### src/rtl/alu_serial_ctrl.sv
// Bit-serial ALU: one 1-bit slice per cycle (and/or/add/sub/slt/nor/nand), slt closed through the MSB set bit.
// Latency: start accepted at edge N, done pulses in the cycle after edge N+WIDTH; one op per WIDTH+2 cycles.
// Backpressure: none; start is ignored while busy. Optional ALU_SERIAL_CMP_EN adds eq/lt compare outputs.
module alu_serial_ctrl #(
    parameter int WIDTH = 32
) (
    input  logic             clk,
    input  logic             rst,
    input  logic             start,
    input  logic [WIDTH-1:0] src1,
    input  logic [WIDTH-1:0] src2,
    input  logic [3:0]       ALU_control,
    output logic [WIDTH-1:0] result,
    output logic             zero,
    output logic             cout,
    output logic             overflow,
    output logic             busy,
`ifdef ALU_SERIAL_CMP_EN
    output logic             eq,
    output logic             lt,
`endif
    output logic             done
);

    localparam int CW = (WIDTH > 1) ? $clog2(WIDTH) : 1;

    typedef enum logic [1:0] {
        S_IDLE,
        S_RUN,
        S_FIN
    } state_t;

    state_t           state;
    logic [CW-1:0]    cnt;
    logic             carry;
    logic [WIDTH-1:0] a_sh;
    logic [WIDTH-1:0] b_sh;
    logic [WIDTH-2:0] res_sh;
    logic [3:0]       ctl_q;
    logic             set_q;

    logic             s1, s2, sum_bit, c_next, slice_bit, last;
    logic             ovf_v, set_v, supported, is_arith, is_slt, flags_en;
    logic [WIDTH-1:0] fin_sh, final_res;

    always_comb begin
        s1       = a_sh[0] ^ ctl_q[3];
        s2       = b_sh[0] ^ ctl_q[2];
        sum_bit  = s1 ^ s2 ^ carry;
        c_next   = (s1 & s2) | (s1 & carry) | (s2 & carry);
        case (ctl_q[1:0])
            2'b00:   slice_bit = s1 & s2;
            2'b01:   slice_bit = s1 | s2;
            2'b10:   slice_bit = sum_bit;
            default: slice_bit = 1'b0;
        endcase
        last     = (cnt == CW'(WIDTH - 1));
        fin_sh   = {slice_bit, res_sh};
        // At the MSB, carry holds the carry into the MSB and c_next the carry out.
        ovf_v    = carry ^ c_next;
        set_v    = sum_bit ^ ovf_v;
        is_arith = (ctl_q == 4'b0010) || (ctl_q == 4'b0110);
        is_slt   = (ctl_q == 4'b0111);
        supported = is_arith || is_slt || (ctl_q == 4'b0000) || (ctl_q == 4'b0001)
                 || (ctl_q == 4'b1100) || (ctl_q == 4'b1101);
`ifdef ALU_SERIAL_CMP_EN
        flags_en = is_arith || is_slt;
`else
        flags_en = is_arith;
`endif
        if (!supported)
            final_res = '0;
        else if (is_slt)
            final_res = {{(WIDTH-1){1'b0}}, set_v};
        else
            final_res = fin_sh;
    end

    always_ff @(posedge clk) begin
        if (rst) begin
            state    <= S_IDLE;
            cnt      <= '0;
            carry    <= 1'b0;
            a_sh     <= '0;
            b_sh     <= '0;
            res_sh   <= '0;
            ctl_q    <= '0;
            set_q    <= 1'b0;
            result   <= '0;
            zero     <= 1'b1;
            cout     <= 1'b0;
            overflow <= 1'b0;
            busy     <= 1'b0;
            done     <= 1'b0;
        end else begin
            case (state)
                S_IDLE: begin
                    if (start) begin
                        a_sh   <= src1;
                        b_sh   <= src2;
                        ctl_q  <= ALU_control;
                        carry  <= ALU_control[2];
                        cnt    <= '0;
                        res_sh <= '0;
                        busy   <= 1'b1;
                        state  <= S_RUN;
                    end
                end
                S_RUN: begin
                    a_sh   <= a_sh >> 1;
                    b_sh   <= b_sh >> 1;
                    res_sh <= fin_sh[WIDTH-1:1];
                    carry  <= c_next;
                    cnt    <= cnt + CW'(1);
                    if (last) begin
                        state    <= S_FIN;
                        done     <= 1'b1;
                        result   <= final_res;
                        zero     <= (final_res == '0);
                        cout     <= flags_en ? c_next : 1'b0;
                        overflow <= flags_en ? ovf_v : 1'b0;
                        set_q    <= set_v;
                    end
                end
                S_FIN: begin
                    done  <= 1'b0;
                    busy  <= 1'b0;
                    state <= S_IDLE;
                end
                default: state <= S_IDLE;
            endcase
        end
    end

`ifdef ALU_SERIAL_CMP_EN
    assign eq = zero && (ctl_q == 4'b0110);
    assign lt = set_q;
`endif

endmodule

### config.mk
export PLATFORM = sky130hd
export DESIGN_NAME = alu_serial_ctrl
export DESIGN_NICKNAME = d
export VERILOG_FILES = /design/src/rtl/alu_serial_ctrl.sv
export SDC_FILE = /design/constraint.sdc
export NUM_CORES = 1
export LEC_CHECK = 0
export CAP_MARGIN = 10
export CORE_MARGIN = 5
export CORE_UTILIZATION = 50
export DETAILED_ROUTE_END_ITERATION = 12
export GPL_ROUTABILITY_DRIVEN = 0
export PLACE_DENSITY = 0.79
export REMOVE_ABC_BUFFERS = 1
export SKIP_LAST_GASP = 1
export SYNTH_ARGS = -nofsm -noshare
export SYNTH_HDL_FRONTEND = slang
export SYNTH_SLANG_ARGS = --single-unit
export TNS_END_PERCENT = 1
### constraint.sdc
create_clock -name clk -period 2.2 [get_ports clk]
set_input_delay 0.22 -clock clk [delete_from_list [all_inputs] [get_ports clk]]
set_output_delay 0.22 -clock clk [all_outputs]
set_load 0.05 [all_outputs]
==> results of run 1 <==
[worst min-delay path: stages]
cell and delay [ns]:
buf_2 0.13, buf_12 0.21, nor2_1 0.12
[power breakdown]
part / internal (W) / switching, W / total [W] / leakage, nW
Combinational: 0.000367 / 0.000378 / 0.000745 / 1.50
Sequential: 0.00274 / 0.0000979 / 0.00284 / 1.18
Clock: 0.00183 / 0.00115 / 0.00298 / 0.298
[flip-flops by register name, indices dropped and copies added (netlist names)]
| register | flops |
|---|---|
| done | 1 |
| result | 32 |
| busy | 1 |
| overflow | 1 |
| b_sh | 32 |
| carry | 1 |
| cnt | 5 |
| a_sh | 32 |
| zero | 1 |
| cout | 1 |
| res_sh | 31 |
| state | 2 |
| ctl_q | 4 |
[placed cells by master, fill, tap and decap left out, types with 3 or more instances in the layout]
master | netlist | routed
bufinv_16 | 0 | 3
nor4_1 | 7 | 7
buf_12 | 0 | 3
dfxtp_2 | 0 | 3
clkdlybuf4s50_1 | 0 | 105
buf_4 | 0 | 14
inv_6 | 0 | 5
dfxtp_1 | 144 | 141
a21oi_1 | 71 | 71
mux2i_1 | 5 | 5
a22oi_1 | 36 | 36
nand3_1 | 32 | 32
nand4_1 | 3 | 3
a2bb2oi_1 | 26 | 26
o21ai_0 | 44 | 44
ha_1 | 3 | 3
nand2_1 | 72 | 72
o221ai_1 | 35 | 35
inv_2 | 1 | 3
o221a_2 | 27 | 27
clkbuf_16 | 0 | 17
nor2_1 | 116 | 115
a211oi_1 | 3 | 3
[cells by family after synthesis]
family / after synthesis / synth area share
AO/OA/AOI/OAI: 250 / 0.289
AND/OR/NAND/NOR: 244 / 0.166
flip-flops: 144 / 0.468
buffers and inverters: 80 / 0.0502
multiplexers: 7 / 0.0118
XOR/XNOR: 4 / 0.00691
adder cells (fa/ha/maj): 4 / 0.00793
[per-stage QoR]
stage / worst slack, ns / util / std cells / hold WS, ns
after floorplan: -1.76 / - / 658 / 0.289
after global placement: 0.227 / 0.606 / 950 / 0.442
after detailed placement: 0.161 / 0.606 / 950 / 0.444
after CTS: 0.0964 / 0.657 / 982 / 0.293
after global routing: 0.0115 / 0.658 / 982 / 0.319
final: 0.170 / 0.658 / 982 / 0.302
[metal layers]
metal / part of all wire / vias to the layer above
met5: 0 / -
met4: 0.018 / 0
met3: 0.057 / 30
met2: 0.47 / 183
met1: 0.46 / 2707
li1: - / 2809
[final cells by class]
cell class,instances,share of cell area
Clock buffer,18,0.0553
Clock inverter,14,0.0222
Timing Repair Buffer,124,0.155
Tap cell,168,0.0265
Inverter,5,0.00236
Multi-Input combinational cell,509,0.375
Sequential cell,144,0.364
[how the worst max path moves through the flow]
stage | start | to | slack, ns | cells past startpoint
final | b_sh[0] | zero | 0.17 | 7
after global routing | b_sh[0] | zero | 0.01 | 7
after CTS | b_sh[0] | zero | 0.1 | 7
after detailed placement | ctl_q[2] | zero | 0.16 | 7
after global placement | ctl_q[3] | zero | 0.23 | 7
after floorplan | state[1] | cnt[2] | -1.76 | 5
==> metrics.md, run 1 <==
| Metric | Value |
|---|---|
| Crit Path Class | `reg2reg` |
| Status | `finished clean` |
| DRC | `0` |
| Pleak | `2.97 nW` |
| Die width | `121 µm` |
| Routed wire length | `between 15 and 20 mm` |
| Grt ovf | `0` |
| Largest net degree at the start of global routing | `100` |
| Via count | `5,729` |
| Sequential-to-total area share from yosys stat | `0.468` |
| Fraction of registers with async set or reset after synthesis | `0` |
| Crit path max fanout | `5` |
| Worst path max stage delay | `roughly 0.46 ns` |
| Final critical-path required period | `2.03 ns` |
| Share of the synthesized area in the top cell type | `0.468` |
| All-Layer GR Usage | `0.218` |
| Resize count post-CTS | `0` |
| Final Power | `roughly 0.0066 W` |
| Sum of buffers and inverters on the critical path | `1` |
| CP arrival | `2.34 ns` |
| Synthesized instance count | `733` |
| Top cells by area, synth | `dfxtp_1 47%, nor2_1 7.1%, a21oi_1 5.8%` |
| M1 GR Usage | `0.290` |
| Unrepaired setup endpoints after global routing | `false` |
| Clock sink count | `roughly 140` |
| Most crowded layer after global routing | `met2` |
| Hold Startpoint | `rst` |
| CTS max path bufs | `2` |
| Fmax | `493 MHz` |
| Placed cell areas | `7310 µm²` |
| Startpoint type of the worst setup path | `register` |
| Routed Antenna Nets | `0` |
| Rel. slew slack | `0.528` |
| Clk_lat worst skew | `0.43 ns` |
| Routed vias/inst | `5.83` |
| Pwr/cell area | `between 800 and 900 nW/µm²` |
| Synth Warn # | `0` |
| Global-route wire length before repair | `26.4 mm` |
| Fraction of layout cells with a size suffix above 1 | `0.114` |
| #FFs+latches synth | `144` |
| TNS Setup | `0 ns` |
| Post-synth cell types | `41` |
| Clock-pin slew on the worst setup and hold paths | `0.06 ns` |
| Max-cap check violation count | `0` |
| Port Buffers | `107` |
| Synth area leader | `dfxtp_1` |
| Ys flop type | `dfxtp_1` |
| Post-CTS Setup Bufs | `0` |
| Area growth, synth to finish | `29.0%` |
| Grt met2 use | `0.345` |
| Critical Path RT | `2.51 ns` |
| Avg Inst Size Synth | `approximately 8.4 µm²` |
| CTS tree | `done` |
| RR Startpoint | `b_sh[0]` |
| Hold depth | `3` |
| Fin. Hold Viols | `0` |
| Hold Crit Endpoint | `res_sh[18]` |
| Mapped cell area | `6150 µm²` |
| DRT iter0 DRCs | `695` |
| Vias in the first global route | `approximately 5,500` |
| Crit path cell chain | `xor2_2 > inv_1 > ha_1 > nand2b_1 > a2111oi_1 > a211oi_1 > a221o_1` |
| Post-DP HPWL | `around 9.9 mm` |
| Initial antenna violation count | `0` |
| Nets@finish | `875` |
| Met3 Use GR | `0.0517` |
| Worst Tran Pin Value | `0.705 ns` |
| H-tree depth | `4` |
| N_diodes | `0` |
| Area of the multi-input gates | `roughly 3000 µm²` |
| Peak VDD IR | `0.560 mV` |
| Post-route cell area | `between 7000 and 8000 µm²` |
| Worst r2r path cells | `7` |
| Hold_buf cts | `0` |
| Reg area | `2890 µm²` |
| I/O pins | `~110` |
| Hold WC Path Type | `in2reg` |
| FP Rows | `40` |
| Initial Util | `0.510` |
| Post-synth EDFFs | `0` |
| CTS Buf Count | `17` |
| Period utilization | `0.923` |
| Die ar. | `between 10,000 and 15,000 µm²` |
| Worst Skew | `0.0106 ns` |
| Die Y | `121 µm` |
| Final Max Slew Viols | `0` |
| Fill cells | `1,000` |
| Top-count cell post-synth | `dfxtp_1` |
| Crit end category | `register` |
| Critical R2R Capture | `zero` |
| R2R setup slack | `between 0.15 and 0.2 ns` |
| Most instantiated cells after synthesis | `144 x dfxtp_1, 116 x nor2_1, 72 x nand2_1` |
| Clk root buf | `clkbuf_16` |
| Pre-antenna DRT Iters | `5` |
| WL/cell | `15.9 µm` |
| Core area | `~12,000 µm²` |
| Slowest CP cell | `dfxtp_1` |
| Final Setup Violations | `0` |
| Critical path's top delay family | `compound AO/OA/AOI/OAI gates` |
Power figures use the tool's default switching activity.
==> run 2, diff against run 1 <==
Settings changed: CORE_UTILIZATION 50 to 55, CTS_BUF_LIST from default to sky130_fd_sc_hd__clkbuf_4, CTS_CLUSTER_SIZE from default to 30, PLACE_DENSITY 0.79 to 0.86.
==> run 2 against run 1 <==
Combinational power down 0.8%. Clock power down 38%. First-iteration DRC count down 14%. Final cell count down 2.9%. Flip-flop and latch count unchanged. Die area down 8.4%. Sequential power about the same. Critical path depth unchanged. Clock skew up 0.012 ns. Count of clock-buffer cells in the layout unchanged. Worst hold slack worse by 0.15 ns. Setup slack better by 0.0084 ns.
==> metrics.md, run 2 (synthesized netlist as in run 1, its figures left out) <==
| Metric | Value |
|---|---|
| CTS tree | `done` |
| Most frequent cells in the layout | `141 x dfxtp_1, 115 x nor2_1, 105 x clkdlybuf4s50_1, 72 x nand2_1, 71 x a21oi_1` |
| Pwr/cell area | `715 nW/µm²` |
| Largest net degree at the start of global routing | `100` |
| I/O pins | `108` |
| DRT iter0 DRCs | `597` |
| Routed vias/inst | `~6.1` |
| Fin. Hold Viols | `0` |
| Area growth, synth to finish | `23.1%` |
| Max-cap check violation count | `0` |
| Hold WC Path Type | `in2reg` |
| Peak VDD IR | `0.658 mV` |
| Global-route wire length before repair | `26.5 mm` |
| Unrepaired setup endpoints after global routing | `false` |
| Die width | `116 µm` |
| All-Layer GR Usage | `0.243` |
| Worst Skew | `0.0229 ns` |
| Status | `finished clean` |
| Final Setup Violations | `0` |
| WL/cell | `16.7 µm` |
| Crit Path Class | `reg2reg` |
| Placed cell areas | `7250 µm²` |
| CTS Buf Count | `17` |
| Placed Cells incl. Taps | `922` |
| Clk root buf | `clkbuf_4` |
| Worst path max stage delay | `0.46 ns` |
| Die ar. | `about 13,000 µm²` |
| Final Max Slew Viols | `0` |
| N_diodes | `0` |
| Worst Tran Pin Value | `0.783 ns` |
| Initial Util | `0.565` |
| Fmax | `495 MHz` |
| Post-DP HPWL | `10.3 mm` |
| Clock-pin slew on the worst setup and hold paths | `0.14 ns` |
| Initial antenna violation count | `0` |
| Grt ovf | `0` |
| Pleak | `2.83 nW` |
| Nets@finish | `875` |
| Startpoint type of the worst setup path | `register` |
| Via count | `5,792` |
| Count of non-filler cells in the finished layout | `roughly 950` |
| Clock sink count | `144` |
| Slowest CP cell | `dfxtp_1` |
| Most common cell after layout, fill and taps aside | `dfxtp_1` |
| Final critical-path required period | `2.02 ns` |
| Sum of buffers and inverters on the critical path | `1` |
| Vias in the first global route | `5,593` |
| Routed wire length | `approximately 16 mm` |
| H-tree depth | `4` |
| FP Rows | `38` |
| Pre-antenna DRT Iters | `5` |
| CP arrival | `between 2 and 2.5 ns` |
| Crit path max fanout | `5` |
| Port Buffers | `107` |
| Routed Antenna Nets | `0` |
| Fill cells | `846` |
| Rel. slew slack | `0.478` |
| Final Power | `0.00541 W` |
| Pre-CTS worst setup slack | `0.0763 ns` |
| Clk_lat worst skew | `0.55 ns` |
| Core area | `10,900 µm²` |
| DRC | `0` |
| Setup WS post-layout | `0.178 ns` |
| Fraction of layout cells with a size suffix above 1 | `0.113` |
| Critical Path RT | `about 2.7 ns` |
| Crit path cell chain | `xor2_2 > inv_1 > ha_1 > nand2b_1 > a2111oi_1 > a211oi_1 > a221o_1` |
| Top flop regs | `a_sh: 32 flops, b_sh: 32 flops, result: 32 flops` |
| Post-route cell area | `roughly 7600 µm²` |
| Crit end category | `register` |
| CTS max path bufs | `2` |
| Die Y | `116 µm` |
| Period utilization | `0.919` |
| Critical path's top delay family | `compound AO/OA/AOI/OAI gates` |
run 2: cell type report:
type / count / area, µm² / area share
inverter: 5 / 18.8 / 0.00248
multi-input combinational: 509 / 2980 / 0.393
clock buffer: 18 / 135 / 0.0178
clock inverter: 14 / 180 / 0.0238
timing repair buffer: 124 / 1200 / 0.159
sequential: 144 / 2890 / 0.381
tap: 140 / 175 / 0.0231
run 2: per-stage QoR:
stage / setup TNS [ns] / hold slack [ns] / utilization
global route: 0 / 0.119 / 0.696
global placement: 0 / 0.441 / 0.666
finish: 0 / 0.148 / 0.696
CTS: 0 / 0.0925 / 0.695
floorplan: -152.50 / 0.289 / -
detailed placement: 0 / 0.444 / 0.666
run 2: final timing paths:
kind | slack (ns) | startpoint | cells after the start | to
max | 0.18 | b_sh[0] | 7 | zero
min reg2reg | 0.46 | result[3] | 2 | result[3]
max reg2reg | 0.18 | b_sh[0] | 7 | zero
min | 0.15 | start | 4 | cnt[0]
run 2: timing repair:
item	CTS	global route
gates resized for setup	0	4
endpoints found under the setup margin	0	1
buffers inserted	0	0
hold buffers	0	0
run 2: worst register-to-register path, stage by stage, from the launching register on:
cell	delay [ns]
dfxtp_1	0.46
xor2_2	0.21
inv_1	0.09
ha_1	0.20
nand2b_1	0.17
a2111oi_1	0.39
a211oi_1	0.12
a221o_1	0.31
run 2: power by group:
part | leakage, nW | internal, W | switching (W)
registers | 1.18 | 0.00274 | 0.0000982
logic | 1.49 | 0.000360 | 0.000379
clock network | 0.166 | 0.000821 | 0.00102
total | 2.83 | 0.00392 | 0.00149
run 2: per-layer routing:
layer,global-route usage,share of wire,vias up
met5,0,0,-
met4,0.0835,0.015,0
met3,0.0632,0.068,20
met2,0.397,0.48,198
met1,0.313,0.44,2766
li1,-,-,2808
